File: config.mk
export PLATFORM = sky130hd
export DESIGN_NAME = adc_display_sequencer
export DESIGN_NICKNAME = d
export VERILOG_FILES = /design/src/rtl/adc_disp_pkg.sv /design/src/rtl/adc_display_sequencer_bcd_shift_converter.sv /design/src/rtl/adc_display_sequencer.sv
export SDC_FILE = /design/constraint.sdc
export NUM_CORES = 1
export LEC_CHECK = 0
export ABC_AREA = 0
export BUFFER_PORTS_ARGS = -buffer_cell sky130_fd_sc_hd__buf_2
export CORE_MARGIN = 2
export CORE_UTILIZATION = 50
export CTS_CLUSTER_DIAMETER = 200
export DETAILED_ROUTE_END_ITERATION = 7
export PLACE_DENSITY = 0.7
export RECOVER_POWER = 100
export SYNTH_ARGS = -nofsm -noshare
export SYNTH_HDL_FRONTEND = slang
export SYNTH_SLANG_ARGS = --single-unit
File: constraint.sdc
create_clock -name clk -period 4.8 [get_ports clk]
set_input_delay 0 -clock clk [delete_from_list [all_inputs] [get_ports clk]]
set_output_delay 0 -clock clk [all_outputs]
set_load 0.05 [all_outputs]
File: src/rtl/adc_disp_pkg.sv
// Shared constants, FSM state type and double-dabble step
// for the ADC display sequencer.
package adc_disp_pkg;

  localparam int ADC_W     = 12;
  localparam int BCD_W     = 16;
  localparam int SHIFT_CNT = 12;

  typedef enum logic [2:0] {
    S_IDLE,
    S_LOAD,
    S_SHIFT,
    S_DONE,
    S_DWELL
  } seq_state_t;

  function automatic logic [BCD_W-1:0] dabble_step(
    input logic [BCD_W-1:0] b,
    input logic             in_bit
  );
    logic [BCD_W-1:0] a;
    a = b;
    for (int i = 0; i < BCD_W / 4; i++) begin
      if (a[4*i +: 4] >= 4'd5)
        a[4*i +: 4] = a[4*i +: 4] + 4'd3;
    end
    return {a[BCD_W-2:0], in_bit};
  endfunction

endpackage

File: src/rtl/adc_display_sequencer_bcd_shift_converter.sv
// Iterative 12-bit binary to 4-digit BCD converter.
// The first shift happens on the start edge; done pulses with the final result.
module bcd_shift_converter
  import adc_disp_pkg::*;
(
  input  logic             clk,
  input  logic             reset,
  input  logic             start,
  input  logic [ADC_W-1:0] bin,
  output logic [BCD_W-1:0] bcd,
  output logic             done
);

  logic [ADC_W-1:0] bin_q;
  logic [BCD_W-1:0] bcd_q;
  logic [3:0]       cnt_q;
  logic             run_q;
  logic             done_q;

  always_ff @(posedge clk or posedge reset) begin
    if (reset) begin
      bin_q  <= '0;
      bcd_q  <= '0;
      cnt_q  <= '0;
      run_q  <= 1'b0;
      done_q <= 1'b0;
    end else if (start) begin
      bcd_q  <= dabble_step('0, bin[ADC_W-1]);
      bin_q  <= {bin[ADC_W-2:0], 1'b0};
      cnt_q  <= 4'd1;
      run_q  <= 1'b1;
      done_q <= 1'b0;
    end else if (run_q) begin
      bcd_q <= dabble_step(bcd_q, bin_q[ADC_W-1]);
      bin_q <= {bin_q[ADC_W-2:0], 1'b0};
      cnt_q <= cnt_q + 4'd1;
      if (cnt_q == 4'(SHIFT_CNT - 1)) begin
        run_q  <= 1'b0;
        done_q <= 1'b1;
      end
    end else begin
      done_q <= 1'b0;
    end
  end

  assign bcd  = bcd_q;
  assign done = done_q;

endmodule

File: src/rtl/adc_display_sequencer.sv
// Round-robin ADC-to-BCD display sequencer sharing one converter.
// Optional round argmax tracking: define ADC_SEQ_MAX_TRACK_EN.
module adc_display_sequencer
  import adc_disp_pkg::*;
#(
  parameter int NUM_CH       = 4,
  parameter int DWELL_CYCLES = 50_000_000
) (
  input  logic                      clk,
  input  logic                      reset,
  input  logic                      enable,
  input  logic [NUM_CH*ADC_W-1:0]   adc_data,
  input  logic [NUM_CH-1:0]         adc_valid,
  output logic [BCD_W-1:0]          bcd_value,
  output logic                      bcd_valid,
  output logic [$clog2(NUM_CH)-1:0] cur_channel,
  output logic                      busy,
  output logic [$clog2(NUM_CH)-1:0] max_channel
);

  localparam int CW  = $clog2(NUM_CH);
  localparam int DCW = (DWELL_CYCLES > 1) ? $clog2(DWELL_CYCLES) : 1;
  localparam logic [CW-1:0]  LAST_CH    = CW'(NUM_CH - 1);
  localparam logic [DCW-1:0] DWELL_LAST =
    DCW'((DWELL_CYCLES > 0) ? DWELL_CYCLES - 1 : 0);

  logic [NUM_CH-1:0][ADC_W-1:0] sample_q;
  logic [ADC_W-1:0] cur_sample;

  seq_state_t     state_q, state_d;
  logic [CW-1:0]  ptr_q, ptr_d, ptr_next;
  logic [DCW-1:0] dwell_q, dwell_d;
  logic [BCD_W-1:0] bcd_q, bcd_d;
  logic [CW-1:0]  chan_q, chan_d;

  logic             conv_start;
  logic [BCD_W-1:0] conv_bcd;
  logic             conv_done;

  always_ff @(posedge clk or posedge reset) begin
    if (reset) begin
      sample_q <= '0;
    end else begin
      for (int k = 0; k < NUM_CH; k++) begin
        if (adc_valid[k])
          sample_q[k] <= adc_data[k*ADC_W +: ADC_W];
      end
    end
  end

  assign cur_sample = sample_q[ptr_q];
  assign ptr_next   = (ptr_q == LAST_CH) ? '0 : ptr_q + 1'b1;

  bcd_shift_converter u_conv (
    .clk   (clk),
    .reset (reset),
    .start (conv_start),
    .bin   (cur_sample),
    .bcd   (conv_bcd),
    .done  (conv_done)
  );

  always_ff @(posedge clk or posedge reset) begin
    if (reset) begin
      state_q <= S_IDLE;
      ptr_q   <= '0;
      dwell_q <= '0;
      bcd_q   <= '0;
      chan_q  <= '0;
    end else begin
      state_q <= state_d;
      ptr_q   <= ptr_d;
      dwell_q <= dwell_d;
      bcd_q   <= bcd_d;
      chan_q  <= chan_d;
    end
  end

  always_comb begin
    state_d    = state_q;
    ptr_d      = ptr_q;
    dwell_d    = dwell_q;
    bcd_d      = bcd_q;
    chan_d     = chan_q;
    conv_start = 1'b0;
    unique case (state_q)
      S_IDLE: begin
        if (enable) state_d = S_LOAD;
      end
      S_LOAD: begin
        conv_start = 1'b1;
        state_d    = S_SHIFT;
      end
      S_SHIFT: begin
        // Result registered on entry so it is already visible in DONE
        if (conv_done) begin
          state_d = S_DONE;
          bcd_d   = conv_bcd;
          chan_d  = ptr_q;
        end
      end
      S_DONE: begin
        dwell_d = '0;
        if (!enable) begin
          state_d = S_IDLE;
        end else if (DWELL_CYCLES == 0) begin
          state_d = S_LOAD;
          ptr_d   = ptr_next;
        end else begin
          state_d = S_DWELL;
        end
      end
      S_DWELL: begin
        if (!enable) begin
          state_d = S_IDLE;
          dwell_d = '0;
        end else if (dwell_q == DWELL_LAST) begin
          state_d = S_LOAD;
          ptr_d   = ptr_next;
          dwell_d = '0;
        end else begin
          dwell_d = dwell_q + 1'b1;
        end
      end
      default: state_d = S_IDLE;
    endcase
  end

  assign bcd_value   = bcd_q;
  assign cur_channel = chan_q;
  assign bcd_valid   = (state_q == S_DONE);
  assign busy        = (state_q == S_LOAD) ||
                       (state_q == S_SHIFT) ||
                       (state_q == S_DONE);

`ifdef ADC_SEQ_MAX_TRACK_EN
  logic [ADC_W-1:0] snap_q, run_max_q;
  logic [CW-1:0]    run_idx_q, max_q;
  logic             better;

  // Strict compare keeps the lower index on ties
  assign better = (snap_q > run_max_q);

  always_ff @(posedge clk or posedge reset) begin
    if (reset) begin
      snap_q    <= '0;
      run_max_q <= '0;
      run_idx_q <= '0;
      max_q     <= '0;
    end else begin
      if (state_q == S_LOAD)
        snap_q <= cur_sample;
      if (state_q == S_DONE) begin
        if (ptr_q == LAST_CH) begin
          max_q     <= better ? ptr_q : run_idx_q;
          run_max_q <= '0;
          run_idx_q <= '0;
        end else if (better) begin
          run_max_q <= snap_q;
          run_idx_q <= ptr_q;
        end
      end
    end
  end

  assign max_channel = max_q;
`else
  assign max_channel = '0;
`endif

endmodule

# [Word level (Yosys, flattened, before mapping)]
# Index checks and enable logic that the tools add are counted.
[word_totals] latch_bits=0 ramBits=0 n_memories=0 register_bits=131 romBits=0
[classes] n_shift=0 mul=0 n_addsub=7 div=0 n_reduce_logical=8 bitwise=0 n_eq_ne=11 magnitude_cmp=5 mux=29
[ops] op="$mux W26" count=2
[ops] op="$pmux W26 S2" count=1
[ops] op="$mux W12" count=3
[ops] op="$mux W16" count=2
[ops] op="$add A26 B1 Y26 const B" count=1
[ops] op="$eq A26 B26 Y1 const B" count=1
[ops] op="$bmux W12 S2" count=1
[ops] op="$mux W4" count=5
[ops] op="$mux W3" count=6
[ops] op="$ge A4 B3 Y1 const B" count=4
[ops] op="$pmux W3 S5" count=1
[ops] op="$add A4 B2 Y4 const B" count=3
[ops] op="$mux W1" count=7
[ops] op="$eq A3 B2 Y1 const B" count=2
[ops] op="$ne A3 B3 Y1 const B" count=2
[ops] op="$reduce_and A3 Y1" count=2
[ops] op="$add A4 B1 Y4 const B" count=1
[ops] op="$eq A4 B4 Y1 const B" count=1
[ops] op="$reduce_bool A2 Y1" count=2
[ops] op="$add A3 B2 Y3 const B" count=1
[ops] op="$eq A3 B1 Y1 const B" count=1
[ops] op="$eq A3 B3 Y1 const B" count=1
[ops] op="$logic_not A3 Y1" count=1
[ops] op="$lt A2 B3 Y1 const B" count=1
[ops] op="other kinds (7)" count=8

# [Logic depth before layout (Yosys ltp)]
[logic_depth] word_depth=4 mapped_depth=7

# [Modules after synthesis]
# From an unflattened synthesis, not the netlist that was laid out.
[hier_totals] hier_cells=526 hier_area_um2=6247.2
[by_module_without_submodules] mod="adc_display_sequencer" area_per_inst_um2=4435.5 instances=1 cells_per_inst=335 seq_area_each_um2=2427.3
[by_module_without_submodules] mod="bcd_shift_converter" area_per_inst_um2=1811.7 instances=1 cells_per_inst=191 seq_area_each_um2=825.8

# [Worst setup path before layout]
# No wires, ideal clock.
[synth_path] path_type="register -> register" startpoint="register dwell_q[10]" endpoint="register ptr_q[1]" path_stages_with_launch=7 setup_ns=0.125 n_path_buf=1 arrival_time_ns=1.954 slack_ns=2.722 cell_sequence="dfrtp_1 buf_6 or4b_4 nor4_4 nand3_1 nor2_1 mux2_2"
[synth_between] elab_chain_cells=2
[synth_rtl] item="start, declared" line="adc_display_sequencer.sv:32" rtl="logic [DCW-1:0] dwell_q, dwell_d;"
[synth_rtl] item="start signal, assigned" line="adc_display_sequencer.sv:73" rtl="dwell_q <= dwell_d;"
[synth_rtl] item="$eq A26 B26 Y1" line="adc_display_sequencer.sv:117" rtl="end else if (dwell_q == DWELL_LAST) begin"
[synth_rtl] item="$reduce_and A3 Y1 (no source line)"
[synth_rtl] item="end signal, assigned" line="adc_display_sequencer.sv:72" rtl="ptr_q <= ptr_d;"
[synth_rtl] item="end, declared" line="adc_display_sequencer.sv:31" rtl="logic [CW-1:0] ptr_q, ptr_d, ptr_next;"
# Every way passes these cells.
# A chain may end at the register's enable or synchronous reset.

# [Worst setup path in the final report]
[layout_path] startpoint="register dwell_q[10]" endpoint="register dwell_q[16]"
[layout_between] elab_chain_cells=4 elab_cells_between_ends=5 classes_between="1 x add/sub; 1 x eq/ne; 3 x mux"
[layout_rtl] item="$add A26 B1 Y26 / $eq A26 B26 Y1 (equally long branches)" line="adc_display_sequencer.sv:122, adc_display_sequencer.sv:117"
[layout_rtl] item="$mux W26 (*)" line="adc_display_sequencer.sv:117"
[layout_rtl] item="$mux W26 (*)" line="adc_display_sequencer.sv:114" rtl="if (!enable) begin"
[layout_rtl] item="$pmux W26 S2 (*)" line="adc_display_sequencer.sv:86" rtl="unique case (state_q)"
# Mark *: on every way between the ends. The rest lies on a longest branch, timed or not.

==> flow_summary.json <==
{
  "portBuffers": 74,
  "ir_worst_vdd_mv": 0.297,
  "fp.dieW_um": 115,
  "final_nets": 703,
  "cts_resized": 0,
  "syn_inst": 515,
  "row_count": 40,
  "track_usage_pct": 21.5,
  "finalSetupTns_ns": 0,
  "dp.final_hpwl_um": 8460,
  "dr.pass1.iters": 4,
  "min_path_cells": 2,
  "finalSetupViolCount": 0,
  "cts_buffers": 17,
  "cp.arrival_ns": 3.38,
  "synth_common_cells": "dfrtp_1 (130), mux2_2 (67), nand2_1 (37)",
  "slew_headroom_pct": 14.1,
  "ant_nets": 0,
  "crit_type": "reg2reg",
  "dp.cells": 715,
  "holdPathEnd": "sample_q[44]",
  "worstPathRequired_ns": 5.04,
  "yosysTopAreaCell": "dfrtp_1",
  "floorplan.initialDensity_pct": 51.4,
  "cts_buffer_depth": 2,
  "yosys_warnings": 0,
  "clock_latency_ns": 0.41,
  "wirelength_um": 13200,
  "drc": 0,
  "gp_congestion": 0.860,
  "htreeDepth": 4,
  "antenna_found_initial": 0,
  "tightest_slew_ns": 1.29,
  "clock_skew_ns": 0.00533,
  "synth-seq-area-share_pct": 52.7,
  "ios": 77,
  "rsz0062_at_grt": "false",
  "yosys_most_used_dff": "dfrtp_1",
  "core_area_sq_um": 12000,
  "tritoncts": "built",
  "synth_cell_type_count": 52,
  "clock_sinks": 130,
  "r2r-start": "dwell_q[10]",
  "status": "finished clean",
  "hold_class": "in2reg",
  "powerDensity_nw_per_um2": 518,
  "hold_start": "adc_valid[3]",
  "synth_most_common_cell": "dfrtp_1",
  "grt_pass1_vias": 4597,
  "grt_pass1_wl_um": 22100,
  "diodes": 0,
  "placedInstanceArea_sq_um": 6640,
  "drive_gt1_share_pct": 26.5,
  "grt_max_degree": 87,
  "wire_per_inst_um": 16.6,
  "drt_iter0_drc": 254,
  "cp-end-kind": "flop",
  "crit_fanout": 11,
  "overflow": 0,
  "fp.dieArea_sq_um": 13200,
  "rr_endpoint": "dwell_q[16]",
  "cts_root_buf": "clkbuf_16",
  "synth_edf_count": 0,
  "yosys.area.top_type_share_pct": 52.7,
  "die_y_um": 115,
  "final_area_sq_um": 7660,
  "clkTransAtPathRegs_ns": 0.06,
  "postSynth.asyncResetShare_pct": 100,
  "syn_area_per_cell_sq_um": 12.0,
  "worstRegToRegCells": 5,
  "cp-start-kind": "flop",
  "drv_cap": 0,
  "slew_violations": 0,
  "p_leak_uw": 0.00345,
  "fin_cells": 797,
  "syn-cell-area_sq_um": 6170,
  "hold_viol": 0,
  "fmax_mhz": 318,
  "viasPerCell": 5.53,
  "synth-seq-cells": 130,
  "area_growth_pct": 24.1,
  "period_needed_ns": 3.14,
  "vias": 4411,
  "reg2reg_slack_ns": 1.66,
  "synthTopCellsByArea": "dfrtp_1 (53%), mux2_2 (12%), mux4_2 (4.4%)",
  "post-route-period-util_pct": 65.5
}
[cell type report]
cell class                      instances  area (sq um)
Fill cell                             928          4360
Sequential cell                       130          3250
Multi-Input combinational cell        344          2690
Timing Repair Buffer                  128           863
Clock buffer                           18           439
Tap cell                              147           184
Clock inverter                         14           163
Inverter                               16          62.6
[critical path: stages (launching register included)]
cell and delay [ns]:
dfrtp_1 0.46, or4b_2 0.67, nor4_1 0.59, a31oi_1 0.14, o21ai_0 0.96, nor2_1 0.15
[metal layers]
metal | wire length, um | share of wire, % | vias to the layer above | global-route usage (%)
li1 | - | - | 2089 | -
met1 | 5920 | 45 | 2171 | 27.3
met2 | 6460 | 49 | 127 | 35.8
met3 | 550 | 4.2 | 24 | 4.38
met4 | 291 | 2.2 | 0 | 9.32
met5 | 0 | 0 | - | 0
[where the power goes]
group	internal [uW]	switching [uW]
Combinational	466	665
Sequential	1330	206
Clock	826	473
Total	2620	1340
[timing repair]
action | CTS | global route
hold buffers | 50 | 0
hold endpoints to repair | 136 | 0
buffers inserted | 0 | 0
[metrics by stage]
stage                     utilization, %  total power, uW  setup slack (ns)  hold slack (ns)
after CTS                           64.5             4030              2.39           0.0792
final                               63.7             3970              1.66           0.0904
after global placement              55.3             2630              2.50            0.232
after global routing                63.7             4220              1.40           0.0903
after floorplan                        -             2420              1.33            0.152
after detailed placement            55.3             2690              2.41            0.235
[sequential cells by signal (all words and copies together), names as in the netlist]
signal	flops
dwell_q	26
u_conv.run_q	1
u_conv.bcd	16
ptr_q	2
u_conv.done	1
u_conv.cnt_q	4
bcd_value	16
u_conv.bin_q	11
state_q	3
cur_channel	2
sample_q	48
[kinds of logic (layout without fill, tap and decap cells)]
family	after synthesis	in the layout	share of synthesized area (%)
AO/OA/AOI/OAI	72	72	7.20
adder cells (fa/ha/maj)	11	11	2.23
multiplexers	101	101	20.2
XOR/XNOR	23	23	3.26
buffers and inverters	42	176	3.10
flip-flops	130	130	52.7
AND/OR/NAND/NOR	135	135	11.2
other	1	2	0.0608
[worst max path at each step]
stage | from | endpoint | slack, ns | cells after the start
floorplan | reset | bcd_value[0] | 1.33 | 1
global placement | dwell_q[8] | dwell_q[20] | 2.50 | 5
detailed placement | dwell_q[10] | dwell_q[16] | 2.41 | 5
CTS | dwell_q[10] | dwell_q[16] | 2.39 | 5
global route | state_q[1] | u_conv.bin_q[1] | 1.40 | 3
finish | dwell_q[10] | dwell_q[16] | 1.66 | 5
[cells in the final DEF, fill, tap and decap left out, drive strengths merged, types with 6 or more instances in the layout]
| cell type | n |
|---|---|
| xnor2 | 9 |
| buf | 54 |
| o21ai | 30 |
| mux4 | 12 |
| ha | 11 |
| dfrtp | 130 |
| nand4 | 12 |
| nand3 | 21 |
| mux2 | 68 |
| dlygate4sd3 | 50 |
| clkbuf | 42 |
| clkinv | 6 |
| mux2i | 21 |
| nand2 | 37 |
| a21oi | 17 |
| nor2 | 34 |
| inv | 17 |
| xor2 | 14 |
Power figures use the tool's default switching activity.
